File: src/rtl/fa_pkg.sv
// Shared types and helpers for the chunk-serial adder.
// FSM state encoding, counter sizing and parameter legality.
package fa_pkg;

  typedef logic [0:0] state_t;

  localparam state_t IDLE = 1'b0;
  localparam state_t RUN  = 1'b1;

  function automatic int cnt_w(input int n);
    return (n <= 1) ? 1 : $clog2(n);
  endfunction

  function automatic bit fa_legal(
    input int w,
    input int c
  );
    return (c >= 1) && (c <= w) && (w % c == 0);
  endfunction

endpackage

File: src/rtl/fa_chunk_serial_if.sv
// Operand/result handshake bundle for fa_chunk_serial.
// master drives the request, slave returns status and result.
interface fa_chunk_serial_if #(
  parameter int WIDTH = 16
);
  import fa_pkg::*;

  logic             start;
  logic [WIDTH-1:0] a;
  logic [WIDTH-1:0] b;
  logic             ci;
  logic             busy;
  logic             done;
  logic [WIDTH-1:0] s;
  logic             co;
  logic             ovf;

  modport master (
    output start, a, b, ci,
    input  busy, done, s, co, ovf
  );

  modport slave (
    input  start, a, b, ci,
    output busy, done, s, co, ovf
  );

endinterface

File: src/rtl/fa_chunk.sv
// Combinational CHUNK-bit adder slice: {co, s} = a + b + ci.
// One instance is time-shared across all chunks.
module fa_chunk #(
  parameter int CHUNK = 4
) (
  input  logic [CHUNK-1:0] a,
  input  logic [CHUNK-1:0] b,
  input  logic             ci,
  output logic [CHUNK-1:0] s,
  output logic             co
);

  assign {co, s} = {1'b0, a} + {1'b0, b}
                 + {{CHUNK{1'b0}}, ci};

endmodule

File: src/rtl/fa_chunk_serial.sv
// Multi-cycle adder, CHUNK bits per clock, LSB chunk first.
// FA_SERIAL_OVF_EN builds the signed-overflow output.
module fa_chunk_serial
  import fa_pkg::*;
#(
  parameter int WIDTH = 16,
  parameter int CHUNK = 4
) (
  input logic               clk,
  input logic               rst,
  fa_chunk_serial_if.slave  bus
);

  localparam int NCHUNK = WIDTH / CHUNK;
  localparam int CW     = cnt_w(NCHUNK);
  localparam logic [CW-1:0] LAST = CW'(NCHUNK - 1);

  if (!fa_legal(WIDTH, CHUNK)) begin : g_bad
    $error("fa_chunk_serial: WIDTH must be a multiple of CHUNK");
  end

  state_t           state;
  logic [CW-1:0]    cnt;
  logic [WIDTH-1:0] a_q;
  logic [WIDTH-1:0] b_q;
  logic [WIDTH-1:0] res;
  logic [WIDTH-1:0] res_nxt;
  logic             carry;
  logic [WIDTH-1:0] s_q;
  logic             co_q;
  logic             ovf_q;
  logic             done_q;

  int               idx;
  logic [CHUNK-1:0] ca;
  logic [CHUNK-1:0] cb;
  logic [CHUNK-1:0] cs;
  logic             cc;

  assign idx = int'(cnt) * CHUNK;
  assign ca  = a_q[idx +: CHUNK];
  assign cb  = b_q[idx +: CHUNK];

  fa_chunk #(
    .CHUNK (CHUNK)
  ) u_add (
    .a  (ca),
    .b  (cb),
    .ci (carry),
    .s  (cs),
    .co (cc)
  );

  // Final edge must publish the chunk being added in that same cycle.
  always_comb begin
    res_nxt = res;
    res_nxt[idx +: CHUNK] = cs;
  end

`ifdef FA_SERIAL_OVF_EN
  logic c_msb;
  logic ovf_nxt;
  // Carry into the MSB recovered from the MSB sum bit.
  assign c_msb   = cs[CHUNK-1] ^ ca[CHUNK-1] ^ cb[CHUNK-1];
  assign ovf_nxt = c_msb ^ cc;
`endif

  always_ff @(posedge clk or posedge rst) begin
    if (rst) begin
      state  <= IDLE;
      cnt    <= '0;
      a_q    <= '0;
      b_q    <= '0;
      res    <= '0;
      carry  <= 1'b0;
      s_q    <= '0;
      co_q   <= 1'b0;
      ovf_q  <= 1'b0;
      done_q <= 1'b0;
    end else begin
      done_q <= 1'b0;
      unique case (1'b1)
        (state == IDLE): begin
          if (bus.start) begin
            a_q   <= bus.a;
            b_q   <= bus.b;
            carry <= bus.ci;
            cnt   <= '0;
            state <= RUN;
          end
        end
        (state == RUN): begin
          res   <= res_nxt;
          carry <= cc;
          cnt   <= cnt + 1'b1;
          if (cnt == LAST) begin
            s_q    <= res_nxt;
            co_q   <= cc;
`ifdef FA_SERIAL_OVF_EN
            ovf_q  <= ovf_nxt;
`else
            ovf_q  <= 1'b0;
`endif
            done_q <= 1'b1;
            cnt    <= '0;
            state  <= IDLE;
          end
        end
        default: state <= IDLE;
      endcase
    end
  end

  assign bus.busy = (state == RUN);
  assign bus.done = done_q;
  assign bus.s    = s_q;
  assign bus.co   = co_q;
  assign bus.ovf  = ovf_q;

endmodule
File: src/flat_wrapper.sv
// flat-port wrapper written by rule: the top's interface ports become plain ports
module fa_chunk_serial_flat import fa_pkg::*;
#(
  parameter int WIDTH = 16,
  parameter int CHUNK = 4
)
  (clk, rst, bus_start, bus_a, bus_b, bus_ci, bus_busy, bus_done, bus_s, bus_co, bus_ovf);
  fa_chunk_serial_if #(.WIDTH(WIDTH)) bus_i ();
  input logic clk;
  input logic rst;
  input wire logic [$bits(bus_i.start)-1:0] bus_start;
  input wire logic [$bits(bus_i.a)-1:0] bus_a;
  input wire logic [$bits(bus_i.b)-1:0] bus_b;
  input wire logic [$bits(bus_i.ci)-1:0] bus_ci;
  output wire logic [$bits(bus_i.busy)-1:0] bus_busy;
  output wire logic [$bits(bus_i.done)-1:0] bus_done;
  output wire logic [$bits(bus_i.s)-1:0] bus_s;
  output wire logic [$bits(bus_i.co)-1:0] bus_co;
  output wire logic [$bits(bus_i.ovf)-1:0] bus_ovf;
  assign bus_i.start = bus_start;
  assign bus_i.a = bus_a;
  assign bus_i.b = bus_b;
  assign bus_i.ci = bus_ci;
  assign bus_busy = bus_i.busy;
  assign bus_done = bus_i.done;
  assign bus_s = bus_i.s;
  assign bus_co = bus_i.co;
  assign bus_ovf = bus_i.ovf;
  fa_chunk_serial #(.WIDTH(WIDTH), .CHUNK(CHUNK)) u_core (.clk(clk), .rst(rst), .bus(bus_i));
endmodule
File: config.mk
export PLATFORM = sky130hd
export DESIGN_NAME = fa_chunk_serial_flat
export DESIGN_NICKNAME = d
export VERILOG_FILES = /design/src/rtl/fa_pkg.sv /design/src/rtl/fa_chunk_serial_if.sv /design/src/rtl/fa_chunk.sv /design/src/rtl/fa_chunk_serial.sv /design/src/flat_wrapper.sv
export SDC_FILE = /design/constraint.sdc
export NUM_CORES = 1
export LEC_CHECK = 0
export BUFFER_PORTS_ARGS = -buffer_cell sky130_fd_sc_hd__buf_2
export CORE_MARGIN = 2
export CORE_UTILIZATION = 51
export DETAILED_ROUTE_END_ITERATION = 10
export PLACE_DENSITY = 0.81
export SLEW_MARGIN = 20
export SYNTH_ARGS = -nofsm -noshare
export SYNTH_HDL_FRONTEND = slang
export SYNTH_SLANG_ARGS = --single-unit
File: constraint.sdc
create_clock -name clk -period 2.3 [get_ports clk]
set_input_delay 0.23 -clock clk [delete_from_list [all_inputs] [get_ports clk]]
set_output_delay 0.23 -clock clk [all_outputs]
set_load 0.02 [all_outputs]
# Word level (Yosys, flattened, before mapping)
# Index checks and enable logic that the tools add are counted.
[word_totals]
input_bits = 36
output_inout_bits = 20
register_bits = 70
wordCells = 33
[classes]
n_eq_ne = 2
mux = 11
n_reduce_logical = 2
add_sub_neg = 4
bitwise = 1
shifts = 4
[ops]
columns = ["cell", "count"]
rows = [
  ["negator 4 -> 33 bit", 1],
  ["variable shift 4 x 33 -> 16 bit (first input constant)", 1],
  ["variable part select 4 x 33 -> 16 bit", 1],
  ["variable part select 16 x 5 -> 4 bit", 2],
  ["bitwise mux 16 bit", 1],
  ["adder 4 x 4 -> 5 bit", 1],
  ["adder 5 x 1 -> 5 bit", 1],
  ["2-to-1 mux 1 bit", 5],
  ["2-to-1 mux 2 bit", 2],
  ["one-hot mux 1 bit (2 select lines)", 2],
  ["one-hot mux 2 bit (2 select lines)", 1],
  ["AND reduction 2 bit", 2],
  ["adder 2 x 1 -> 2 bit (second input constant)", 1],
  ["== test 2 bit (second input constant)", 1],
  ["!= test 2 bit (second input constant)", 1],
  ["NOT 1 bit", 1],
]

# Logic depth before layout (Yosys ltp)
# Gate-level depths: netlist (run 1).
[logic_depth]
word_depth = 5
ltp_mapped = 8

# Hierarchy
# A second synthesis (run 1) with hierarchy kept.
[hier_totals]
hier_cells = 240
hier_area_um2 = 3106.7
[modules_own_cells]
columns = ["mod", "seq_area_each_um2", "area_per_inst_um2", "n_inst", "cells_per_inst"]
rows = [
  ["fa_chunk_serial", 1651.6, 2962.8, 1, 224],
  ["fa_chunk", 0.0, 143.9, 1, 16],
]

# Worst setup path before layout (run 1)
# OpenSTA, ideal clock, no wires.
[synth_path]
path_type = "register to register"
start = "reg u_core.cnt[0]"
end = "reg u_core.res[5]"
setup_ps = 65
path_stages_with_launch = 8
path_buffers = 1
synth_period_minus_slack_ps = 2521
path_slack_ps = -221
arrival_time_ps = 2455
t_required_ps = 2235
path_cell_list = "dfrtp_1 -> buf_6 -> mux4_1 -> fa_1 -> inv_1 -> fa_1 -> nor2b_1 -> a22o_1"
[synth_via]
elab_chain_len = 5
word_cells_on_any_way = 8
[synth_rtl]
columns = ["item", "line", "text"]
rows = [
  ["from (decl)", "fa_chunk_serial.sv:23", "logic [CW-1:0] cnt;"],
  ["from (signal assigned)", "fa_chunk_serial.sv:95", "cnt <= cnt + 1'b1;"],
  ["variable part select 16 x 5 -> 4 bit (on tied branches)", "fa_chunk_serial.sv:41, fa_chunk_serial.sv:42", ""],
  ["adder 4 x 4 -> 5 bit", "fa_chunk.sv:13", "assign {co, s} = {1'b0, a} + {1'b0, b}"],
  ["adder 5 x 1 -> 5 bit", "fa_chunk.sv:14", "+ {{CHUNK{1'b0}}, ci};"],
  ["variable part select 4 x 33 -> 16 bit", "fa_chunk_serial.sv:57", "res_nxt[idx +: CHUNK] = cs;"],
  ["bitwise mux 16 bit *", "fa_chunk_serial.sv:57", ""],
  ["to (signal assigned)", "fa_chunk_serial.sv:93", "res <= res_nxt;"],
  ["to (decl)", "fa_chunk_serial.sv:26", "logic [WIDTH-1:0] res;"],
]
# Every way passes the cells marked *; elsewhere a longest branch is shown, timed or not.
# A chain may end at the register's enable or synchronous reset.

# Worst setup path after layout (run 1)
# Ends and elaborated chain as after synthesis.

==> run metrics, run 1 <==
Synth cell types 40; largest area contributor in the netlist dfrtp_1; net count after synthesis 326; power density of the placed cells 1770 mW/mm2; CTS max path bufs 2; clk sink count 70; CTS tree yes; Crit path required time 2580 ps; Final ANT Viol Nets 0; crit path capture type register; drc violations 0; crit path time final 2357 ps; vias per cell 5.449; skew final 7.508 ps; initial core utilization 52.91%; Detailed Route Iter0 Violations 152; Fin. Hold Viols 0; Setup Crit Path Kind reg -> reg; fin nets 389; CTS buffer count 9; Die Height 88.19 um; crit-path max cell delay 540 ps; f_max 424.2 MHz; CORE AREA 0.006832 mm2; Syn-to-layout area delta 18.10%; syn_area_per_cell 12.96 um2; Hold WS 108.4 ps; clk root buf clkbuf_8; die area 0.007777 mm2; via count 2414; CP dominant cell by count fa_2; WP buf/inv 1; max_cap viols 0; Post-Route WL 7773 um; grt ovf 0; IO Pins 56; Slowest cell on crit path mux4_2; status finished, violations left; RSZ-0062 raised after global routing yes; Die X 88.19 um; Filler cells 567; crit path launch type register; Final Max Slew Viols 0; Worst VDD drop 0.9097 mV; Rel. slew slack 64.94%; Port Buffer Count 54; antenna cells 0; pin count of the biggest net entering global routing 34; first-pass GRT wire length 12660 um; sequential fraction of the synthesis area 48.46%; Final HPWL DP 5294 um; Yosys top cell area share 48.46%; cells along the critical path mux4_2, fa_2, inv_2, fa_2, nor2b_4, a22o_1; Worst path top cell family by delay adder cells; GPL Wtd Cong 0.8640; largest cells by area after synthesis dfrtp_1 48%, mux2_4 12%, mux4_1 5.1%; Crit Path Max Fanout 7; worst skew pair latency 350 ps; # rows 30; CTS clk-pin slew, worst paths 70 ps; Slew @ Worst Pin 525.1 ps; endpoints failing setup 8; first-pass iteration count of the detailed router 4; H-tree depth 3; antenna violations before repair 0; FF+latch count, synth 70; Netlist Area Pre-Place 0.003615 mm2; Tcrit/Tclk final 102.5%; Worst Path Arrival 2640 ps; min setup slack post-route -57.10 ps; violated checks negative setup slack; GRT Resource Usage Total 21.71%; vias in the first global route 2569; leakage power 2.021 nW; Hold Crit Class in -> reg; final core area utilization 62.49%; Gate Count Post-Synth 279; Synth Warn # 0; layout cells sized above 1 42.94%; Avg WL per Cell 17.55 um
-- timing repair --
item | CTS | global route
cloned | 0 | 0
resized for setup | 10 | 20
pin swaps | 2 | 5
setup buffers | 0 | 5
hold buffers | 1 | 0
setup endpoints to repair | 25 | 25
hold endpoints to repair | 23 | 0
-- logic make-up after synthesis --
family                   after synthesis  synth area share [%]
adder cells (fa/ha/maj)               11                 4.223
AND/OR/NAND/NOR                       67                 11.42
buffers and inverters                 30                 5.468
flip-flops                            70                 48.46
multiplexers                          40                 18.69
XOR/XNOR                               1                0.2423
other                                  1                0.1037
AO/OA/AOI/OAI                         59                 11.39
-- sequential cells by signal, summed over array words and instances, names as in the netlist --
| name | count |
|---|---|
| u_core.bus.busy | 1 |
| u_core.a_q | 16 |
| u_core.carry | 1 |
| u_core.bus.done | 1 |
| u_core.res | 16 |
| u_core.bus.s | 16 |
| u_core.bus.co | 1 |
| u_core.b_q | 16 |
| u_core.cnt | 2 |
-- final timing paths --
| check | depth (start not counted) | end | slack, ps | start |
|---|---|---|---|---|
| min reg2reg | 2 | u_core.bus.s[8] | 470 | u_core.bus.s[8] |
| min | 2 | u_core.a_q[3] | 110 | bus_a[3] |
| min in group asynchronous | 3 | u_core.b_q[11] | 490 | rst |
| max in group asynchronous | 4 | u_core.res[6] | 1000 | rst |
| max reg2reg | 6 | u_core.res[5] | -60 | u_core.cnt[0] |
| max | 6 | u_core.res[5] | -60 | u_core.cnt[0] |
-- report_power, final --
group,internal (mW),switching [mW]
Clock,0.499,0.453
Combinational,2.12,2.33
Sequential,1.78,0.371
Total,4.40,3.16
-- Yosys cell counts, drive strengths merged --
master    n
a211oi    1
and4bb    3
and3b     1
a22o      4
dfrtp    70
nand3     8
nand4bb   4
nor2      1
clkbuf    1
or2b      1
and4b     5
o211ai   12
nor2b    17
and3      2
o22ai     1
a31oi     2
inv      10
or2       1
o31ai     1
buf      19
o21ai    13
a21o      1
a32o      8
mux2     32
nand2    23
ha        9
fa        2
conb      1
mux4      8
nand2b    1
xnor2     1
a21oi    16
-- cell type report --
cell class | count | area [um2] | area share [%]
Multi-Input combinational cell | 179 | 1749 | 40.97
Timing Repair Buffer | 72 | 424.2 | 9.936
Tap cell | 96 | 120.1 | 2.814
Sequential cell | 70 | 1753 | 41.06
Inverter | 10 | 40.04 | 0.9379
Clock inverter | 4 | 47.55 | 1.114
Clock buffer | 12 | 135.1 | 3.165
-- per-layer routing --
metal	global-route usage (%)	wire, um	share of wire [%]
met5	0	0	0
met4	8.678	144	1.9
met3	6.032	417	5.4
met2	35.20	3814	49
met1	27.69	3397	44
-- per-stage QoR --
step / setup WS, ps / instances / power [mW] / TNS [ps] / cell area, um2
floorplan: -18.91 / 279 / 4.991 / -125.1 / 3621
global placement: -34.11 / 421 / 5.721 / -372.3 / 3961
detailed placement: -104.4 / 421 / 5.863 / -1137 / 3961
CTS: -57.52 / 438 / 6.948 / -588.2 / 4167
global route: -117.4 / 443 / 8.036 / -1309 / 4269
finish: -57.10 / 443 / 7.555 / -237.3 / 4269
-- cells in the final DEF (no fill, tap or decap), types with 4 or more instances in the layout --
cell	synthesis	final
a22o_1	4	4
nand2_1	23	23
dfrtp_1	70	69
buf_2	8	54
o211ai_2	4	4
buf_4	3	15
inv_1	9	6
nand3_1	8	8
mux4_2	1	6
clkbuf_8	0	9
ha_1	9	6
and4b_1	5	5
nand4bb_1	4	4
o211ai_1	8	8
mux2_4	29	29
a32o_1	8	8
a21oi_1	16	13
o21ai_1	0	8
nor2b_1	17	14
o21ai_0	13	5
-- worst reg2reg max path, stage by stage (launching register included) --
cell     delay [ps]
dfrtp_2         450
mux4_2          540
fa_2            400
inv_2            80
fa_2            490
nor2b_4         180
a22o_1          160
No activity file was read; power rests on OpenSTA's default activity.
==> inputs of run 2 (changes only) <==
- BUFFER_PORTS_ARGS: -buffer_cell sky130_fd_sc_hd__buf_2 -> not set
- CORE_UTILIZATION: 51 -> 57
- DONT_BUFFER_PORTS: not set -> 1
- PLACE_DENSITY: 0.81 -> 0.8
==> run 2 against run 1 <==
Against the previous run: the run still ends with negative setup slack left; via count is 6.2% lower; global-route usage increased by 0.30 points; non-clock buffer count fell by 54; core utilization grew 1.8 points; critical path depth did not move; maximum frequency grew 1.8%; register-to-register slack better by 40 ps; combinational power is 8.1% lower; critical path type unchanged.
==> run metrics, run 2 (synthesis gave the netlist of run 1 again) <==
Final HPWL DP 4939 um (-6.7%); die area 0.006995 mm2 (-10%); Avg WL per Cell 19.99 um (+14%); Worst VDD drop 1.078 mV (+18%); vias in the first global route 2311 (-10%); power density of the placed cells 1890 mW/mm2 (+6.8%); GPL Wtd Cong 0.8438 (-2.3%); Worst Path Arrival 2610 ps (-30 ps); drc violations 0 (unchanged); f_max 431.7 MHz (+1.8%); fin nets 335 (-14%); antenna cells 0 (unchanged); Crit Path Max Fanout 6 (-1); most common cell after layout, fill and taps aside dfrtp_1; Slowest cell on crit path mux4_2; status finished, violations left; crit path launch type register; IO Pins 56 (unchanged); min setup slack post-route -16.20 ps (+40.91 ps); CORE AREA 0.006241 mm2 (-8.6%); antenna violations before repair 0 (unchanged); Post-Route WL 7396 um (-4.9%); cells along the critical path mux4_2, fa_2, inv_2, fa_2, nor2b_4, a22o_1; clk root buf clkbuf_8; leakage power 1.806 nW (-11%); endpoints failing setup 4 (-4); CTS max path bufs 2 (unchanged); initial core utilization 57.92% (+5.0 points); Syn-to-layout area delta 10.97%; Die X 83.64 um (-5.2%); Die Height 83.64 um (-5.2%); crit path capture type register; violated checks negative setup slack; vias per cell 6.119 (+12%); Hold Crit Class in -> reg; first-pass GRT wire length 11850 um (-6.4%); grt ovf 0 (unchanged); Final ANT Viol Nets 0 (unchanged); Tcrit/Tclk final 100.7% (-1.8 points); # rows 29 (-3.3%); Detailed Route Iter0 Violations 143 (-5.9%); crit-path max cell delay 540 ps (about the same); via count 2264 (-6.2%); pin count of the biggest net entering global routing 33 (-2.9%); commonest non-fill, non-tap cells in the layout 69 x dfrtp_1, 29 x mux2_4, 23 x nand2_1; Crit path required time 2590 ps (about the same); Fin. Hold Viols 0 (unchanged); fin cells 370 (-16%); Worst path top cell family by delay adder cells; skew final 11.39 ps (+3.879 ps); max_cap viols 0 (unchanged); Inst Count DP 348 (-17%); RSZ-0062 raised after global routing yes; layout cells sized above 1 31.74% (-11 points); GRT Resource Usage Total 22.01% (+0.30 points); Port Buffer Count 0 (-100%); worst skew pair latency 360 ps (about the same); crit path time final 2316 ps (-40.91 ps); CTS tree yes; Setup Crit Path Kind reg -> reg; H-tree depth 3 (unchanged); CTS clk-pin slew, worst paths 80 ps (about the same); CTS buffer count 9 (unchanged); WP buf/inv 1 (unchanged); Final Max Slew Viols 0 (unchanged); clk sink count 70 (unchanged); CP dominant cell by count fa_2; first-pass iteration count of the detailed router 4 (unchanged); Pwr Total 7.583 mW (+0.38%)
-- run 2: area by class of cell --
class | instances | area [um2]
clock buffer | 10 | 127.6
clock inverter | 6 | 111.4
fill | 476 | 2230
inverter | 10 | 40.04
multi-input combinational | 179 | 1730
sequential | 70 | 1753
tap | 77 | 96.34
timing repair buffer | 18 | 152.6
-- run 2: metrics by stage --
| stage | setup WS (ps) | instance area [um2] | utilization, % | hold WS [ps] | setup TNS (ps) |
|---|---|---|---|---|---|
| floorplan | -18.91 | 3621 | - | 315.4 | -125.1 |
| global placement | -26.18 | 3667 | 58.76 | 56.67 | -78.47 |
| detailed placement | -63.91 | 3667 | 58.76 | 53.37 | -584.5 |
| CTS | -34.62 | 3954 | 63.35 | 2.797 | -219.5 |
| global route | -88.41 | 4011 | 64.27 | 2.408 | -562.1 |
| finish | -16.20 | 4011 | 64.27 | 13.18 | -44.30 |
-- run 2: path summary, 6_finish.rpt --
path,start,endpoint,slack [ps],cells past startpoint
setup / recovery,u_core.cnt[0],u_core.res[13],-20,6
hold / removal,bus_b[3],u_core.b_q[3],10,1
setup reg to reg,u_core.cnt[0],u_core.res[13],-20,6
hold reg to reg,u_core.res[4],u_core.res[4],490,1
max in group asynchronous,rst,u_core.cnt[1],1390,3
min in group asynchronous,rst,u_core.bus.s[9],250,2
-- run 2: worst register-to-register path, stage by stage (launching register included) --
cell     delay [ps]
dfrtp_2         440
mux4_2          540
fa_2            400
inv_2            70
fa_2            480
nor2b_4         180
a22o_1          150
-- run 2: timing repair --
item,in CTS,in global routing
endpoints found under the setup margin,20,26
hold endpoints to repair,12,0
gates resized for setup,6,20
buffers inserted,2,2
hold buffers,2,0
pin swaps,0,5
-- run 2: layer usage --
layer | track usage (%) | vias up | part of all wire [%]
li1 | - | 1029 | -
met1 | 28.16 | 1145 | 42
met2 | 34.91 | 78 | 51
met3 | 5.539 | 12 | 5.7
met4 | 11.14 | 0 | 1.6
met5 | 0 | - | 0
-- run 2: where the power goes --
part           switching (mW)  internal [mW]  leakage [nW]  total, mW
sequential              0.518           1.77         0.885       2.29
clock                   0.474          0.720         0.116       1.19
combinational            2.07           2.02         0.805       4.10
total                    3.07           4.52          1.81       7.58
